==> src/rtl/uart_pkg.sv <==
// rtl/uart_pkg.sv - shared types and constants for the oversampling UART receiver
package uart_pkg;

    localparam int DEFAULT_OS_RATE = 16;

    typedef enum logic [1:0] {
        PAR_NONE = 2'b00,
        PAR_EVEN = 2'b01,
        PAR_ODD  = 2'b10
    } parity_mode_t;

    typedef enum logic [2:0] {
        ST_IDLE   = 3'd0,
        ST_START  = 3'd1,
        ST_DATA   = 3'd2,
        ST_PARITY = 3'd3,
        ST_STOP1  = 3'd4,
        ST_STOP2  = 3'd5,
        ST_BRK    = 3'd6
    } rx_state_t;

    // The unused encoding 2'b11 behaves as "no parity".
    function automatic parity_mode_t decode_parity(input logic [1:0] mode);
        case (mode)
            2'b01:   return PAR_EVEN;
            2'b10:   return PAR_ODD;
            default: return PAR_NONE;
        endcase
    endfunction

endpackage

==> src/rtl/uart_rx_sync.sv <==
// rtl/uart_rx_sync.sv - serial line synchroniser with 3-tap majority voter
module uart_rx_sync #(
    parameter int SYNC_STAGES = 2
) (
    input  logic i_clk,
    input  logic i_rst,
    input  logic i_rx,
    input  logic i_sample_en,
    output logic o_rx_sync,
    output logic o_vote
);

    logic [SYNC_STAGES-1:0] sync_q, sync_d;
    logic [1:0]             tap_q, tap_d;

    // Shift the line through the synchroniser every cycle; record samples only on ticks.
    always_comb begin
        sync_d = {sync_q[SYNC_STAGES-2:0], i_rx};
        tap_d  = tap_q;
        if (i_sample_en) begin
            tap_d = {tap_q[0], sync_q[SYNC_STAGES-1]};
        end
    end

    // Idle-high reset so a reset never looks like a start edge.
    always_ff @(posedge i_clk) begin
        if (i_rst) begin
            sync_q <= '1;
            tap_q  <= 2'b11;
        end else begin
            sync_q <= sync_d;
            tap_q  <= tap_d;
        end
    end

    assign o_rx_sync = sync_q[SYNC_STAGES-1];

    // The two stored taps plus the current synced sample form the 3-sample vote,
    // so the vote is ready on the tick that takes the third sample.
    assign o_vote = (tap_q[1] & tap_q[0]) | (tap_q[1] & o_rx_sync) | (tap_q[0] & o_rx_sync);

endmodule

==> src/rtl/uart_rx_os.sv <==
// rtl/uart_rx_os.sv - oversampling UART receiver with parity, stop bits, break and overrun
module uart_rx_os
    import uart_pkg::*;
#(
    parameter int DATA_WIDTH  = 8,
    parameter int OS_RATE     = DEFAULT_OS_RATE,
    parameter int SYNC_STAGES = 2
) (
    input  logic                  i_clk,
    input  logic                  i_rst,
    input  logic                  i_os_tick,
    input  logic                  i_RX,
    input  logic [1:0]            i_parity_mode,
    input  logic                  i_stop2,
    output logic [DATA_WIDTH-1:0] o_data,
    output logic                  o_parity_err,
    output logic                  o_frame_err,
    output logic                  o_valid,
    input  logic                  i_ready,
    output logic                  o_break,
    output logic                  o_overrun,
    input  logic                  i_err_clr,
    output logic                  o_busy
);

    localparam int CW = $clog2(OS_RATE);
    localparam int BW = $clog2(DATA_WIDTH + 1);

    localparam logic [CW-1:0] CNT_LAST = CW'(OS_RATE - 1);
    localparam logic [CW-1:0] CNT_VOTE = CW'(OS_RATE / 2 + 1);
    localparam logic [BW-1:0] BIT_LAST = BW'(DATA_WIDTH - 1);

    logic rx_sync;
    logic vote;

    uart_rx_sync #(
        .SYNC_STAGES (SYNC_STAGES)
    ) u_sync (
        .i_clk       (i_clk),
        .i_rst       (i_rst),
        .i_rx        (i_RX),
        .i_sample_en (i_os_tick),
        .o_rx_sync   (rx_sync),
        .o_vote      (vote)
    );

    rx_state_t             state_q, state_d;
    logic [CW-1:0]         cnt_q, cnt_d;
    logic [BW-1:0]         bit_cnt_q, bit_cnt_d;
    logic [DATA_WIDTH-1:0] shreg_q, shreg_d;
    logic                  par_bit_q, par_bit_d;
    logic                  ferr_q, ferr_d;
    parity_mode_t          par_mode_q, par_mode_d;
    logic                  stop2_q, stop2_d;

    logic [DATA_WIDTH-1:0] data_q, data_d;
    logic                  valid_q, valid_d;
    logic                  perr_q, perr_d;
    logic                  fout_q, fout_d;
    logic                  overrun_q, overrun_d;
    logic                  break_q, break_d;

    logic at_vote;
    logic at_last;
    logic break_cond;
    logic par_xor;
    logic par_err;
    logic word_done;
    logic brk_hit;

    assign at_vote    = (cnt_q == CNT_VOTE);
    assign at_last    = (cnt_q == CNT_LAST);
    assign break_cond = (shreg_q == '0) && ((par_mode_q == PAR_NONE) || !par_bit_q);
    assign par_xor    = (^shreg_q) ^ par_bit_q;
    assign par_err    = ((par_mode_q == PAR_EVEN) && par_xor) ||
                        ((par_mode_q == PAR_ODD)  && !par_xor);

    // Frame FSM: advances only on oversample ticks, votes once per bit at mid-bit.
    always_comb begin
        state_d    = state_q;
        cnt_d      = cnt_q;
        bit_cnt_d  = bit_cnt_q;
        shreg_d    = shreg_q;
        par_bit_d  = par_bit_q;
        ferr_d     = ferr_q;
        par_mode_d = par_mode_q;
        stop2_d    = stop2_q;
        word_done  = 1'b0;
        brk_hit    = 1'b0;
        if (i_os_tick) begin
            cnt_d = at_last ? '0 : cnt_q + CW'(1);
            case (state_q)
                ST_IDLE: begin
                    cnt_d = '0;
                    if (!rx_sync) begin
                        state_d    = ST_START;
                        bit_cnt_d  = '0;
                        par_bit_d  = 1'b0;
                        ferr_d     = 1'b0;
                        par_mode_d = decode_parity(i_parity_mode);
                        stop2_d    = i_stop2;
                    end
                end
                ST_START: begin
                    if (at_vote && vote) begin
                        state_d = ST_IDLE;
                        cnt_d   = '0;
                    end else if (at_last) begin
                        state_d = ST_DATA;
                    end
                end
                ST_DATA: begin
                    if (at_vote) begin
                        shreg_d = {vote, shreg_q[DATA_WIDTH-1:1]};
                    end
                    if (at_last) begin
                        if (bit_cnt_q == BIT_LAST) begin
                            bit_cnt_d = '0;
                            state_d   = (par_mode_q != PAR_NONE) ? ST_PARITY : ST_STOP1;
                        end else begin
                            bit_cnt_d = bit_cnt_q + BW'(1);
                        end
                    end
                end
                ST_PARITY: begin
                    if (at_vote) begin
                        par_bit_d = vote;
                    end
                    if (at_last) begin
                        state_d = ST_STOP1;
                    end
                end
                ST_STOP1: begin
                    if (at_vote) begin
                        if (!vote && break_cond) begin
                            brk_hit = 1'b1;
                            state_d = ST_BRK;
                            cnt_d   = '0;
                        end else begin
                            ferr_d = ferr_q | ~vote;
                            if (!stop2_q) begin
                                word_done = 1'b1;
                                state_d   = ST_IDLE;
                                cnt_d     = '0;
                            end
                        end
                    end else if (at_last) begin
                        state_d = ST_STOP2;
                    end
                end
                ST_STOP2: begin
                    if (at_vote) begin
                        ferr_d    = ferr_q | ~vote;
                        word_done = 1'b1;
                        state_d   = ST_IDLE;
                        cnt_d     = '0;
                    end
                end
                ST_BRK: begin
                    cnt_d = '0;
                    if (rx_sync) begin
                        state_d = ST_IDLE;
                    end
                end
                default: begin
                    state_d = ST_IDLE;
                    cnt_d   = '0;
                end
            endcase
        end
    end

    // Output holding register: load on completion when free, drop and flag overrun when stalled.
    always_comb begin
        valid_d   = valid_q;
        data_d    = data_q;
        perr_d    = perr_q;
        fout_d    = fout_q;
        overrun_d = i_err_clr ? 1'b0 : overrun_q;
        break_d   = brk_hit;
        if (valid_q && i_ready) begin
            valid_d = 1'b0;
        end
        if (word_done) begin
            if (!valid_q || i_ready) begin
                valid_d = 1'b1;
                data_d  = shreg_q;
                perr_d  = par_err;
                fout_d  = ferr_d;
            end else begin
                overrun_d = 1'b1;
            end
        end
    end

    // State and output registers; reset abandons any frame in flight.
    always_ff @(posedge i_clk) begin
        if (i_rst) begin
            state_q    <= ST_IDLE;
            cnt_q      <= '0;
            bit_cnt_q  <= '0;
            shreg_q    <= '0;
            par_bit_q  <= 1'b0;
            ferr_q     <= 1'b0;
            par_mode_q <= PAR_NONE;
            stop2_q    <= 1'b0;
            valid_q    <= 1'b0;
            data_q     <= '0;
            perr_q     <= 1'b0;
            fout_q     <= 1'b0;
            overrun_q  <= 1'b0;
            break_q    <= 1'b0;
        end else begin
            state_q    <= state_d;
            cnt_q      <= cnt_d;
            bit_cnt_q  <= bit_cnt_d;
            shreg_q    <= shreg_d;
            par_bit_q  <= par_bit_d;
            ferr_q     <= ferr_d;
            par_mode_q <= par_mode_d;
            stop2_q    <= stop2_d;
            valid_q    <= valid_d;
            data_q     <= data_d;
            perr_q     <= perr_d;
            fout_q     <= fout_d;
            overrun_q  <= overrun_d;
            break_q    <= break_d;
        end
    end

    assign o_data       = data_q;
    assign o_parity_err = perr_q;
    assign o_frame_err  = fout_q;
    assign o_valid      = valid_q;
    assign o_break      = break_q;
    assign o_overrun    = overrun_q;
    assign o_busy       = (state_q != ST_IDLE);

endmodule

==> config.mk <==
export PLATFORM = sky130hd
export DESIGN_NAME = uart_rx_os
export DESIGN_NICKNAME = d
export VERILOG_FILES = /design/src/rtl/uart_pkg.sv /design/src/rtl/uart_rx_sync.sv /design/src/rtl/uart_rx_os.sv
export SDC_FILE = /design/constraint.sdc
export NUM_CORES = 1
export LEC_CHECK = 0
export BUFFER_PORTS_ARGS = -buffer_cell sky130_fd_sc_hd__buf_2
export CORE_MARGIN = 10
export CORE_UTILIZATION = 57
export CTS_BUF_LIST = sky130_fd_sc_hd__clkbuf_4 sky130_fd_sc_hd__clkbuf_8 sky130_fd_sc_hd__clkbuf_16
export CTS_CLUSTER_DIAMETER = 150
export DETAILED_ROUTE_END_ITERATION = 8
export PLACE_DENSITY = 0.81
export SKIP_CTS_REPAIR_TIMING = 1
export SYNTH_ARGS = -nofsm -noshare
export SYNTH_HDL_FRONTEND = slang
export SYNTH_SLANG_ARGS = --single-unit
==> constraint.sdc <==
create_clock -name i_clk -period 4.08 [get_ports i_clk]
set_input_delay 0.408 -clock i_clk [delete_from_list [all_inputs] [get_ports i_clk]]
set_output_delay 0.408 -clock i_clk [all_outputs]
set_load 0.02 [all_outputs]
==> metrics.txt, run 1 <==
# TYPE chip_impl_metric gauge
chip_impl_metric{name="first_global_vias",unit=""} 1493
chip_impl_metric{name="fmax",unit="MHz"} 465.9
chip_impl_info{name="kind_of_critical_path",value="reg -> reg"} 1
chip_impl_metric{name="grt_overflow",unit=""} 0
chip_impl_metric{name="critical_path_required",unit="ps"} 4310
chip_impl_metric{name="finalSetupTns",unit="ps"} 0
chip_impl_metric{name="antenna_found_initial",unit=""} 0
chip_impl_metric{name="timing.critical_path.fanout_max",unit=""} 16
chip_impl_metric{name="clock_tree.buffer_depth",unit=""} 2
chip_impl_info{name="ys_dominant_reg_cell",value="dfxtp_1"} 1
chip_impl_metric{name="period_share",unit=""} 0.5260
chip_impl_metric{name="worst_slew_margin_rel",unit=""} 0.5109
chip_impl_metric{name="hpwlAfterDp",unit="mm"} 3.071
chip_impl_metric{name="via_per_inst",unit=""} 5.589
chip_impl_metric{name="floorplan.io_pins",unit=""} 23
chip_impl_metric{name="num-nets-final",unit=""} 278
chip_impl_metric{name="synth_top_area_frac",unit=""} 0.3938
chip_impl_info{name="synth_most_common_cell",value="dfxtp_1"} 1
chip_impl_metric{name="synth_cell_type_count",unit=""} 51
chip_impl_metric{name="yosys.area_share.simple",unit=""} 0.2605
chip_impl_metric{name="number_of_nets_in_the_synthesized_netlist",unit=""} 261
chip_impl_metric{name="syn_area_per_cell",unit="um^2"} 8.508
chip_impl_metric{name="ys_ff_latch",unit=""} 41
chip_impl_info{name="crit_path_start",value="state_q[1]$_SDFFE_PP0P_"} 1
chip_impl_metric{name="clk_latency",unit="ps"} 300
chip_impl_metric{name="post-route-min-period",unit="ps"} 2146
chip_impl_metric{name="synth_edf_count",unit=""} 0
chip_impl_info{name="path_cells",value="nor3b_4 > a22oi_2 > or2_1 > or4_1 > a21oi_1"} 1
chip_impl_metric{name="worst_max_slew_pin_slew",unit="ps"} 733.6
chip_impl_metric{name="synth.yosys.seq_area_share",unit=""} 0.3938
chip_impl_info{name="reg2reg_to",value="bit_cnt_q[3]$_SDFFE_PP0P_"} 1
chip_impl_metric{name="yosys.area_share.xor_xnor",unit=""} 0.02341
chip_impl_metric{name="synth_fa_ha_area_frac",unit=""} 0.04742
chip_impl_metric{name="drive_above_1_share",unit=""} 0.1407
chip_impl_metric{name="critical_path_depth",unit=""} 5
chip_impl_metric{name="setup-violations-final",unit=""} 0
chip_impl_metric{name="critical_path.max_stage_delay",unit="ps"} 610
chip_impl_metric{name="numClockSinks",unit=""} 41
chip_impl_info{name="max_stage_delay_cell_worst_path",value="dfxtp_1"} 1
chip_impl_metric{name="timing.reg2reg.worst_path_depth",unit=""} 5
chip_impl_metric{name="die_height",unit="um"} 80.48
chip_impl_info{name="crit_path_end",value="bit_cnt_q[3]$_SDFFE_PP0P_"} 1
chip_impl_metric{name="finish.utilization",unit=""} 0.6659
chip_impl_info{name="synth_area_leaders",value="dfxtp_1, nor2_1, mux2i_1"} 1
chip_impl_metric{name="p_leak",unit="nW"} 0.9473
chip_impl_info{name="crit_path_end_kind",value="register"} 1
chip_impl_metric{name="area_growth_syn_to_layout",unit="%"} 9.964
chip_impl_metric{name="grtUsageTotal",unit=""} 0.1355
chip_impl_info{name="most_area_hungry_cell_type_in_the_yosys_netlist",value="dfxtp_1"} 1
chip_impl_info{name="classification_of_the_worst_slack_hold_path",value="in -> reg"} 1
chip_impl_metric{name="grt_max_degree",unit=""} 46
chip_impl_info{name="netlist_top_cells_count",value="dfxtp_1, nor2_1, a21oi_1, inv_1, mux2i_1"} 1
chip_impl_metric{name="vdd.ir_drop.worst",unit="mV"} 0.3965
chip_impl_metric{name="placeableCoreArea",unit="mm^2"} 0.003442
chip_impl_metric{name="drv.max_cap_violation_count",unit=""} 0
chip_impl_metric{name="synth-async-reset-ratio",unit=""} 0
chip_impl_metric{name="grt_pass1_wl",unit="mm"} 6.893
chip_impl_metric{name="worstPathBufferInverterCount",unit=""} 0
chip_impl_metric{name="h-tree-depth",unit=""} 2
chip_impl_metric{name="num_rows",unit=""} 21
chip_impl_metric{name="worst-endpoint-arrival",unit="ps"} 2370
chip_impl_metric{name="reg2reg_slack",unit="ps"} 1930
chip_impl_info{name="path_delay_family",value="simple AND/OR/NAND/NOR gates"} 1
chip_impl_metric{name="post_drt_wl_per_cell",unit="um"} 13.84
chip_impl_metric{name="final.setup_skew",unit="ps"} 5.591
chip_impl_info{name="status",value="completed"} 1
chip_impl_metric{name="final_slew_viol_count",unit=""} 0
chip_impl_metric{name="dieWidth",unit="um"} 80.48
chip_impl_metric{name="routed-via-count",unit=""} 1727
chip_impl_metric{name="gpl.final_weighted_congestion",unit=""} 0.8469
chip_impl_metric{name="cts_made_buffers",unit=""} 5
chip_impl_metric{name="drt_iter0_markers",unit=""} 115
chip_impl_metric{name="start_util",unit=""} 0.6056
chip_impl_metric{name="drt.antenna.violating_nets",unit=""} 0
chip_impl_metric{name="worst_setup_hold_path_clk_slew",unit="ps"} 70
chip_impl_info{name="crit-reg2reg-launch",value="state_q[1]$_SDFFE_PP0P_"} 1
chip_impl_info{name="grt_setup_unrepaired",value="no"} 1
chip_impl_metric{name="floorplan.die_area",unit="mm^2"} 0.006476
chip_impl_info{name="tritoncts_clock_tree",value="yes"} 1
chip_impl_metric{name="totalPowerFinal",unit="uW"} 981.8
chip_impl_metric{name="synth-compound-area-share",unit=""} 0.1645
chip_impl_metric{name="fillers",unit=""} 301
chip_impl_info{name="synth_top_family_by_area",value="simple AND/OR/NAND/NOR gates"} 1
chip_impl_metric{name="syn-instance-count",unit=""} 245
chip_impl_metric{name="netlist_area",unit="mm^2"} 0.002084
chip_impl_info{name="clock_tree.root_cell",value="clkbuf_8"} 1
chip_impl_metric{name="drt_drc_violations_left",unit=""} 0
chip_impl_metric{name="synth.mux.area_fraction",unit=""} 0.05762
chip_impl_metric{name="antenna_diode_instance_count",unit=""} 0
chip_impl_metric{name="port_buffers",unit=""} 22
chip_impl_info{name="startpoint_type",value="register"} 1
chip_impl_metric{name="detailedRoute.firstPassIterationCount",unit=""} 4
chip_impl_metric{name="hold_viol_final",unit=""} 0
chip_impl_metric{name="power_density_over_the_cells",unit="mW/mm^2"} 428.3
chip_impl_metric{name="synth-warning-count",unit=""} 0
chip_impl_metric{name="route.final.wire_length",unit="mm"} 4.276
worst min path at each step:
stage,from,end,cells past startpoint
6_report,i_RX,u_sync.sync_q[0]$_SDFF_PP1_,2
4_1_cts,i_RX,u_sync.sync_q[0]$_SDFF_PP1_,2
3_3_place_gp,u_sync.sync_q[0]$_SDFF_PP1_,u_sync.sync_q[1]$_SDFF_PP1_,1
2_1_floorplan,u_sync.sync_q[0]$_SDFF_PP1_,u_sync.sync_q[1]$_SDFF_PP1_,1
5_1_grt,i_RX,u_sync.sync_q[0]$_SDFF_PP1_,2
3_5_place_dp,u_sync.sync_q[0]$_SDFF_PP1_,u_sync.sync_q[1]$_SDFF_PP1_,1
metrics by stage:
| stage | instance area (um^2) | hold WS [ps] | worst slack [ps] | std cells |
|---|---|---|---|---|
| after floorplan | 2085 | 389.5 | 2240 | 245 |
| after global placement | 2206 | 396.7 | 2029 | 301 |
| after detailed placement | 2206 | 398.9 | 1965 | 301 |
| after CTS | 2292 | 288.6 | 1951 | 309 |
| after global routing | 2292 | 290.3 | 1752 | 309 |
| final | 2292 | 291.1 | 1934 | 309 |
flip-flops by register name (all words and copies together) (netlist names), 2 cells and up:
register       count
o_data             8
shreg_q            8
bit_cnt_q          4
cnt_q              4
state_q            3
par_mode_q         2
u_sync.sync_q      2
u_sync.tap_q       2
cell families after synthesis:
family,after synthesis
AOI/OAI and AO/OA,54
and+or+nand+nor,98
buffers and inverters,28
adders and majority gates,8
DFF,41
muxes,12
xor gates and xnor gates,4
worst register-to-register path, delay by kind of cell, from the launching register on:
| family | cells | cell delay, ps |
|---|---|---|
| flops | 1 | 610 |
| compound gates | 2 | 300 |
| simple gates | 3 | 1160 |
per-layer routing:
| metal | global-route usage | vias to the layer above | share of wire |
|---|---|---|---|
| met4 | 0.05458 | 0 | 0.011 |
| li1 | - | 894 | - |
| met1 | 0.1772 | 790 | 0.49 |
| met3 | 0.05568 | 5 | 0.068 |
| met5 | 0 | - | 0 |
| met2 | 0.1911 | 38 | 0.43 |
final cells by class:
type | instances | area [um^2] | share of cell area
multi-input combinational | 176 | 1154 | 0.5033
sequential | 41 | 820.8 | 0.3581
tap | 46 | 57.56 | 0.02511
timing repair buffer | 23 | 117.6 | 0.05131
clock inverter | 3 | 17.52 | 0.007642
clock buffer | 5 | 68.82 | 0.03002
inverter | 15 | 56.30 | 0.02456
layout by cell type, fill, tap and decap left out, types with 2 or more instances in the layout:
cell,Yosys,final
nor3_1,7,7
and2b_1,2,2
nand2_1,6,6
nor2_1,34,34
ha_1,7,7
xnor2_1,3,3
o21a_1,2,2
nand3b_1,4,4
buf_2,1,22
o21ai_0,8,8
dfxtp_1,41,41
nand3_1,7,7
nor2b_1,3,3
inv_1,15,15
or2_2,2,2
o21bai_1,2,2
and3b_1,2,2
a21oi_1,22,22
and2_1,2,2
o31ai_1,3,3
clkinv_2,0,2
a211oi_1,3,3
mux2i_1,12,12
o211ai_1,2,2
nand2b_1,8,8
nor3b_1,7,7
and3_1,4,4
a31oi_1,2,2
clkbuf_8,0,5
power breakdown:
part	internal (mW)	total (mW)	switching, mW
sequential	0.420	0.475	0.0551
clock	0.118	0.255	0.137
combinational	0.115	0.252	0.137
No activity file was read; power rests on OpenSTA's default activity.
==> run 2: changes to the inputs <==
--- a/config.mk
+++ b/config.mk
@@ -7,11 +7,11 @@
 export LEC_CHECK = 0
 export BUFFER_PORTS_ARGS = -buffer_cell sky130_fd_sc_hd__buf_2
 export CORE_MARGIN = 10
-export CORE_UTILIZATION = 57
+export CORE_UTILIZATION = 52
 export CTS_BUF_LIST = sky130_fd_sc_hd__clkbuf_4 sky130_fd_sc_hd__clkbuf_8 sky130_fd_sc_hd__clkbuf_16
 export CTS_CLUSTER_DIAMETER = 150
 export DETAILED_ROUTE_END_ITERATION = 8
-export PLACE_DENSITY = 0.81
+export PLACE_DENSITY = 0.78
 export SKIP_CTS_REPAIR_TIMING = 1
 export SYNTH_ARGS = -nofsm -noshare
 export SYNTH_HDL_FRONTEND = slang
==> constraint.sdc (replaced) <==
create_clock -name i_clk -period 1.85 [get_ports i_clk]
set_input_delay 0.185 -clock i_clk [delete_from_list [all_inputs] [get_ports i_clk]]
set_output_delay 0.185 -clock i_clk [all_outputs]
set_load 0.02 [all_outputs]
==> metrics.txt, run 2 (same netlist as run 1, synthesis figures left out) <==
# TYPE chip_impl_metric gauge
chip_impl_info{name="status",value="completed"} 1
chip_impl_metric{name="antenna_found_initial",unit=""} 0
chip_impl_info{name="tritoncts_clock_tree",value="yes"} 1
chip_impl_metric{name="period_share",unit=""} 0.9965
chip_impl_metric{name="post-route-min-period",unit="ps"} 1844
chip_impl_metric{name="gpl.final_weighted_congestion",unit=""} 0.8916
chip_impl_metric{name="p_leak",unit="nW"} 1.093
chip_impl_metric{name="drt_iter0_markers",unit=""} 234
chip_impl_metric{name="clk_latency",unit="ps"} 290
chip_impl_metric{name="numClockSinks",unit=""} 41
chip_impl_metric{name="share_seq_of_total_power",unit=""} 0.408
chip_impl_metric{name="internal_power",unit="mW"} 1.704
chip_impl_metric{name="hold_viol_final",unit=""} 0
chip_impl_metric{name="swShare",unit=""} 0.3133
chip_impl_metric{name="area_growth_syn_to_layout",unit="%"} 24.61
chip_impl_metric{name="setup-violations-final",unit=""} 0
chip_impl_metric{name="final_slew_viol_count",unit=""} 0
chip_impl_metric{name="worst_max_slew_pin_slew",unit="ps"} 495.8
chip_impl_metric{name="start_util",unit=""} 0.5528
chip_impl_metric{name="drt_drc_violations_left",unit=""} 0
chip_impl_metric{name="port_buffers",unit=""} 22
chip_impl_metric{name="post_drt_wl_per_cell",unit="um"} 13.94
chip_impl_metric{name="route.final.wire_length",unit="mm"} 4.670
chip_impl_info{name="crit_path_start",value="u_sync.tap_q[0]$_SDFFE_PP1P_"} 1
chip_impl_info{name="classification_of_the_worst_slack_hold_path",value="in -> reg"} 1
chip_impl_metric{name="dieWidth",unit="um"} 83.32
chip_impl_metric{name="drive_above_1_share",unit=""} 0.3066
chip_impl_metric{name="h-tree-depth",unit=""} 2
chip_impl_metric{name="grtUsageMet1",unit=""} 0.1675
chip_impl_metric{name="dpl_cell_area",unit="mm^2"} 0.002366
chip_impl_info{name="crit_path_end_kind",value="register"} 1
chip_impl_metric{name="switching_power",unit="uW"} 777.5
chip_impl_info{name="crit-reg2reg-launch",value="u_sync.tap_q[0]$_SDFFE_PP1P_"} 1
chip_impl_metric{name="totalPowerFinal",unit="mW"} 2.482
chip_impl_metric{name="fillers",unit=""} 292
chip_impl_metric{name="hpwlAfterDp",unit="mm"} 3.279
chip_impl_metric{name="grt_overflow",unit=""} 0
chip_impl_info{name="kind_of_critical_path",value="reg -> reg"} 1
chip_impl_metric{name="critical_path_required",unit="ps"} 2030
chip_impl_metric{name="timing.critical_path.fanout_max",unit=""} 6
chip_impl_metric{name="multi_input_comb_area",unit="mm^2"} 0.001235
chip_impl_metric{name="finish.utilization",unit=""} 0.6888
chip_impl_metric{name="routed-via-count",unit=""} 1900
chip_impl_info{name="clock_tree.root_cell",value="clkbuf_8"} 1
chip_impl_metric{name="grt_max_degree",unit=""} 29
chip_impl_metric{name="share_clk_of_total_power",unit=""} 0.277
chip_impl_metric{name="fmax",unit="MHz"} 542.4
chip_impl_metric{name="grt_pass1_wl",unit="mm"} 7.831
chip_impl_info{name="layout.cells.most_common_list",value="nor2_1, dfxtp_1, buf_4"} 1
chip_impl_metric{name="cts_made_buffers",unit=""} 5
chip_impl_metric{name="drv.max_cap_violation_count",unit=""} 0
chip_impl_metric{name="vdd.ir_drop.worst",unit="mV"} 0.6061
chip_impl_metric{name="worst_slew_margin_rel",unit=""} 0.6695
chip_impl_metric{name="floorplan.die_area",unit="mm^2"} 0.006941
chip_impl_metric{name="groute.layer.met3.usage",unit=""} 0.05078
chip_impl_metric{name="grtUsageTotal",unit=""} 0.1295
chip_impl_metric{name="worst_setup_hold_path_clk_slew",unit="ps"} 70
chip_impl_metric{name="num_rows",unit=""} 22
chip_impl_metric{name="final.setup_skew",unit="ps"} 5.077
chip_impl_metric{name="floorplan.io_pins",unit=""} 23
chip_impl_info{name="mostFrequentLayoutCell",value="nor2_1"} 1
chip_impl_metric{name="placeableCoreArea",unit="mm^2"} 0.003771
chip_impl_metric{name="ff_latch_area",unit="um^2"} 837.1
chip_impl_metric{name="antenna_diode_instance_count",unit=""} 0
chip_impl_metric{name="first_global_vias",unit=""} 1746
chip_impl_info{name="grt_busiest_layer",value="met2"} 1
chip_impl_metric{name="power_density_over_the_cells",unit="mW/mm^2"} 955.5
chip_impl_info{name="startpoint_type",value="register"} 1
chip_impl_metric{name="worst-endpoint-arrival",unit="ps"} 2030
chip_impl_metric{name="globalRouteMet2Util",unit=""} 0.1899
chip_impl_info{name="grt_setup_unrepaired",value="yes"} 1
chip_impl_info{name="worstHoldStart",value="i_RX"} 1
chip_impl_metric{name="detailedRoute.firstPassIterationCount",unit=""} 4
chip_impl_metric{name="final_design_area_no_fill",unit="mm^2"} 0.002597
chip_impl_metric{name="comb_power_share",unit=""} 0.315
chip_impl_metric{name="die_height",unit="um"} 83.32
chip_impl_metric{name="drt.antenna.violating_nets",unit=""} 0
chip_impl_metric{name="clock_tree.buffer_depth",unit=""} 2
chip_impl_metric{name="via_per_inst",unit=""} 5.672
chip_impl_metric{name="num-nets-final",unit=""} 303
==> run 2: changes by cell type in the layout (fill, tap and decap cells not counted), moves of 4 or more <==
| cell | before | now |
|---|---|---|
| buf_4 | 1 | 26 |
| dfxtp_1 | 41 | 30 |
| dfxtp_2 | 0 | 10 |
| inv_1 | 15 | 7 |
| inv_2 | 0 | 8 |
| ha_1 | 7 | 3 |
| ha_4 | 0 | 4 |
==> run 2: cell type report <==
| cell class | count | share of cell area |
|---|---|---|
| Clock inverter | 2 | 0.01349 |
| Tap cell | 48 | 0.02312 |
| Timing Repair Buffer | 48 | 0.1175 |
| Clock buffer | 5 | 0.02649 |
| Inverter | 15 | 0.02168 |
| Multi-Input combinational cell | 176 | 0.4754 |
| Sequential cell | 41 | 0.3223 |
==> run 2: power groups by stage <==
stage	combinational, mW	sequential [mW]	clock [mW]
2_1_floorplan	0.499	0.995	0
3_3_place_gp	0.738	1.02	0
3_5_place_dp	0.748	1.02	0
4_1_cts	0.751	1.00	0.704
5_1_grt	0.848	1.02	0.753
6_report	0.781	1.01	0.688
==> run 2: final timing paths <==
kind,end,slack (ps),cells past startpoint
setup / recovery,o_data[4]$_SDFFE_PP0P_,6,6
hold / removal,u_sync.sync_q[0]$_SDFF_PP1_,80,2
setup reg to reg,o_data[4]$_SDFFE_PP0P_,6,6
hold reg to reg,u_sync.sync_q[1]$_SDFF_PP1_,430,1
==> run 2: worst max-delay path, stage by stage, from the launching register on <==
cell	delay (ps)
dfxtp_1	330
maj3_2	360
o31a_1	320
o211ai_1	240
buf_4	220
mux2i_1	210
nor2_1	60
==> run 2: per-layer routing <==
metal	up-vias	routed length, um
met5	-	0
met2	60	2043
li1	949	-
met4	0	84
met1	881	2196
met3	10	345
==> run 2: per-stage QoR <==
stage	TNS (ps)	instances	hold WS [ps]	setup slack [ps]
2_1_floorplan	0	245	288.8	57.98
3_3_place_gp	0	324	368.8	61.49
3_5_place_dp	-11.75	324	380.2	-9.673
4_1_cts	-158.7	331	80.79	-45.27
5_1_grt	-1127	335	69.21	-146.0
6_report	0	335	81.36	6.408
==> run 3: changes to the inputs <==
--- a/config.mk
+++ b/config.mk
@@ -10,9 +10,11 @@
 export CORE_UTILIZATION = 52
 export CTS_BUF_LIST = sky130_fd_sc_hd__clkbuf_4 sky130_fd_sc_hd__clkbuf_8 sky130_fd_sc_hd__clkbuf_16
 export CTS_CLUSTER_DIAMETER = 150
+export CTS_CLUSTER_SIZE = 40
 export DETAILED_ROUTE_END_ITERATION = 8
 export PLACE_DENSITY = 0.78
 export SKIP_CTS_REPAIR_TIMING = 1
 export SYNTH_ARGS = -nofsm -noshare
 export SYNTH_HDL_FRONTEND = slang
+export SYNTH_HIERARCHICAL = 1
 export SYNTH_SLANG_ARGS = --single-unit
==> metrics.txt, run 3 <==
# TYPE chip_impl_metric gauge
chip_impl_info{name="clock_tree.root_cell",value="clkbuf_8"} 1
chip_impl_metric{name="first_global_vias",unit=""} 1733
chip_impl_metric{name="num_rows",unit=""} 22
chip_impl_info{name="mostFrequentLayoutCell",value="dfxtp_1"} 1
chip_impl_metric{name="final_design_area_no_fill",unit="mm^2"} 0.002655
chip_impl_metric{name="drv.max_cap_violation_count",unit=""} 0
chip_impl_metric{name="post_drt_wl_per_cell",unit="um"} 14.85
chip_impl_metric{name="syn-instance-count",unit=""} 243
chip_impl_metric{name="floorplan.die_area",unit="mm^2"} 0.006912
chip_impl_metric{name="h-tree-depth",unit=""} 2
chip_impl_metric{name="synth-async-reset-ratio",unit=""} 0
chip_impl_metric{name="drive_above_1_share",unit=""} 0.3299
chip_impl_metric{name="p_leak",unit="nW"} 1.109
chip_impl_metric{name="grt_max_degree",unit=""} 23
chip_impl_metric{name="power_density_over_the_cells",unit="mW/mm^2"} 1091
chip_impl_metric{name="timing.critical_path.fanout_max",unit=""} 5
chip_impl_info{name="classification_of_the_worst_slack_hold_path",value="in -> reg"} 1
chip_impl_info{name="status",value="complete, but fails checks"} 1
chip_impl_metric{name="share_clk_of_total_power",unit=""} 0.263
chip_impl_info{name="max_stage_delay_cell_worst_path",value="or4_1"} 1
chip_impl_metric{name="detailedPlace.worstSlack",unit="ps"} -53.45
chip_impl_metric{name="fillers",unit=""} 269
chip_impl_metric{name="hpwlAfterDp",unit="mm"} 3.392
chip_impl_info{name="grt_setup_unrepaired",value="yes"} 1
chip_impl_info{name="startpoint_type",value="register"} 1
chip_impl_metric{name="antenna_diode_instance_count",unit=""} 0
chip_impl_metric{name="clock_tree.buffer_depth",unit=""} 2
chip_impl_metric{name="worstPathBufferInverterCount",unit=""} 1
chip_impl_info{name="crit_path_end_kind",value="register"} 1
chip_impl_metric{name="fin_hold_ws",unit="ps"} 60.83
chip_impl_metric{name="swShare",unit=""} 0.3327
chip_impl_metric{name="floorplan.io_pins",unit=""} 23
chip_impl_metric{name="synth_cell_type_count",unit=""} 49
chip_impl_metric{name="netlist_area",unit="mm^2"} 0.002073
chip_impl_info{name="crit_path_start",value="cnt_q[1]$_SDFFE_PP0P_"} 1
chip_impl_metric{name="critical_path.max_stage_delay",unit="ps"} 400
chip_impl_metric{name="share_seq_of_total_power",unit=""} 0.356
chip_impl_metric{name="number_of_nets_in_the_synthesized_netlist",unit=""} 259
chip_impl_info{name="ys_dominant_reg_cell",value="dfxtp_1"} 1
chip_impl_metric{name="routed-via-count",unit=""} 1903
chip_impl_metric{name="vdd.ir_drop.worst",unit="mV"} 0.6707
chip_impl_info{name="layout.cells.most_common_list",value="dfxtp_1, buf_4, nor2_1"} 1
chip_impl_metric{name="syn_area_per_cell",unit="um^2"} 8.532
chip_impl_metric{name="die_height",unit="um"} 83.14
chip_impl_metric{name="gpl.final_weighted_congestion",unit=""} 0.8539
chip_impl_metric{name="worst_setup_slack_final",unit="ps"} -15.19
chip_impl_metric{name="num-nets-final",unit=""} 306
chip_impl_metric{name="finalSetupTns",unit="ps"} -15.19
chip_impl_metric{name="route.final.wire_length",unit="mm"} 5.034
chip_impl_metric{name="switching_power",unit="uW"} 963.8
chip_impl_info{name="synth_most_common_cell",value="dfxtp_1"} 1
chip_impl_metric{name="clk_latency",unit="ps"} 300
chip_impl_metric{name="start_util",unit=""} 0.5498
chip_impl_metric{name="dpl_cell_area",unit="mm^2"} 0.002387
chip_impl_metric{name="ys_ff_latch",unit=""} 41
chip_impl_info{name="path_cells",value="inv_2 > ha_4 > and3b_2 > o211ai_1 > a211o_1 > or4_1 > a21oi_1"} 1
chip_impl_metric{name="setup-violations-final",unit=""} 1
chip_impl_metric{name="finish.utilization",unit=""} 0.7040
chip_impl_metric{name="dieWidth",unit="um"} 83.14
chip_impl_metric{name="worst-endpoint-arrival",unit="ps"} 2090
chip_impl_metric{name="synth_top_area_frac",unit=""} 0.3959
chip_impl_info{name="synth_area_leaders",value="dfxtp_1, mux2i_1, a21oi_1"} 1
chip_impl_metric{name="numClockSinks",unit=""} 41
chip_impl_info{name="worstHoldStart",value="i_RX"} 1
chip_impl_metric{name="cts_made_buffers",unit=""} 5
chip_impl_metric{name="placeableCoreArea",unit="mm^2"} 0.003771
chip_impl_metric{name="fmax",unit="MHz"} 536.1
chip_impl_metric{name="port_buffers",unit=""} 22
chip_impl_metric{name="final_slew_viol_count",unit=""} 0
chip_impl_info{name="failed_checks",value="negative setup slack"} 1
chip_impl_info{name="tritoncts_clock_tree",value="yes"} 1
chip_impl_metric{name="grt_pass1_wl",unit="mm"} 7.955
chip_impl_metric{name="worst_setup_hold_path_clk_slew",unit="ps"} 80
chip_impl_metric{name="area_growth_syn_to_layout",unit="%"} 28.06
chip_impl_metric{name="grt_overflow",unit=""} 0
chip_impl_metric{name="period_share",unit=""} 1.008
chip_impl_info{name="kind_of_critical_path",value="reg -> reg"} 1
chip_impl_metric{name="via_per_inst",unit=""} 5.614
chip_impl_info{name="netlist_top_cells_count",value="dfxtp_1, nor2_1, a21oi_1, inv_1, o21ai_0"} 1
chip_impl_info{name="path_delay_family",value="simple AND/OR/NAND/NOR gates"} 1
chip_impl_metric{name="synth.yosys.seq_area_share",unit=""} 0.3959
chip_impl_metric{name="worst_max_slew_pin_slew",unit="ps"} 394.0
chip_impl_metric{name="worst_slew_margin_rel",unit=""} 0.7373
chip_impl_metric{name="critical_path_required",unit="ps"} 2070
chip_impl_metric{name="drt.antenna.violating_nets",unit=""} 0
chip_impl_info{name="most_area_hungry_cell_type_in_the_yosys_netlist",value="dfxtp_1"} 1
chip_impl_metric{name="final.setup_skew",unit="ps"} 4.365
chip_impl_info{name="crit-reg2reg-launch",value="cnt_q[1]$_SDFFE_PP0P_"} 1
chip_impl_metric{name="comb_power_share",unit=""} 0.381
chip_impl_metric{name="synth_edf_count",unit=""} 0
chip_impl_metric{name="grtUsageTotal",unit=""} 0.1321
chip_impl_metric{name="antenna_found_initial",unit=""} 0
chip_impl_metric{name="internal_power",unit="mW"} 1.933
chip_impl_metric{name="synth-warning-count",unit=""} 6
chip_impl_metric{name="drt_drc_violations_left",unit=""} 0
chip_impl_metric{name="hold_viol_final",unit=""} 0
chip_impl_metric{name="drt_iter0_markers",unit=""} 193
chip_impl_metric{name="detailedRoute.firstPassIterationCount",unit=""} 4
chip_impl_metric{name="post-route-min-period",unit="ps"} 1865
run 3: cell types whose count changed in the layout (fill, tap and decap cells not counted), sizes merged, moves of 3 or more:
cell and change:
a211oi -3, a31oi +3, buf +5, nand2 +5, nand2b +3, nor2 -9, nor3b -3, o21ai +5
o31ai -3
run 3: cells by family (layout without fill, tap and decap cells):
group / count (synthesis) / after routing / synth area share
and+or+nand+nor: 93 / 93 / 0.2523
AOI/OAI and AO/OA: 58 / 58 / 0.1738
DFF: 41 / 41 / 0.3959
buffers and inverters: 29 / 77 / 0.05854
muxes: 11 / 11 / 0.05311
adders and majority gates: 8 / 8 / 0.04707
xor gates and xnor gates: 3 / 3 / 0.01931
run 3: per-stage QoR:
stage,power (mW),instances
CTS,2.704,335
detailed placement,1.943,327
global route,3.047,339
finish,2.897,339
global placement,1.924,327
floorplan,1.599,243
run 3: final timing paths:
path | depth (start not counted) | endpoint | slack [ps]
max | 7 | state_q[0]$_SDFFE_PP0P_ | -20
min reg2reg | 1 | u_sync/sync_q[1]$_SDFF_PP1_ | 480
max reg2reg | 7 | state_q[0]$_SDFFE_PP0P_ | -20
min | 2 | u_sync/sync_q[0]$_SDFF_PP1_ | 60
run 3: routing by layer:
metal,global-route usage,wire [um],vias to the layer above
met4,0.05538,78,0
met3,0.03906,285,10
met5,0,0,-
li1,-,-,957
met2,0.2074,2379,46
met1,0.1631,2291,890
run 3: cell type report:
| type | instances | area, um^2 | area share |
|---|---|---|---|
| clock buffers | 6 | 82.58 | 0.03110 |
| clock inverters | 2 | 37.54 | 0.01414 |
| inverters | 16 | 62.56 | 0.02356 |
| multi-input cells | 173 | 1230 | 0.4632 |
| flip-flops and latches | 41 | 835.8 | 0.3148 |
| well taps | 48 | 60.06 | 0.02262 |
| repair buffers | 53 | 346.6 | 0.1305 |
run 3: worst reg2reg max path: cells and delay by family (launching register included):
| kind | cells | cell delay (ps) |
|---|---|---|
| adder cells (fa/ha/maj) | 1 | 130 |
| flip-flops | 1 | 350 |
| buffers and inverters | 1 | 60 |
| AO/OA/AOI/OAI | 3 | 590 |
| AND/OR/NAND/NOR | 2 | 640 |
run 3: power groups by stage:
stage | clock network (mW) | logic, mW | registers [mW]
5_1_grt | 0.808 | 1.20 | 1.04
3_5_place_dp | 0 | 0.919 | 1.02
3_3_place_gp | 0 | 0.901 | 1.02
2_1_floorplan | 0 | 0.616 | 0.983
6_report | 0.762 | 1.10 | 1.03
4_1_cts | 0.774 | 0.926 | 1.01
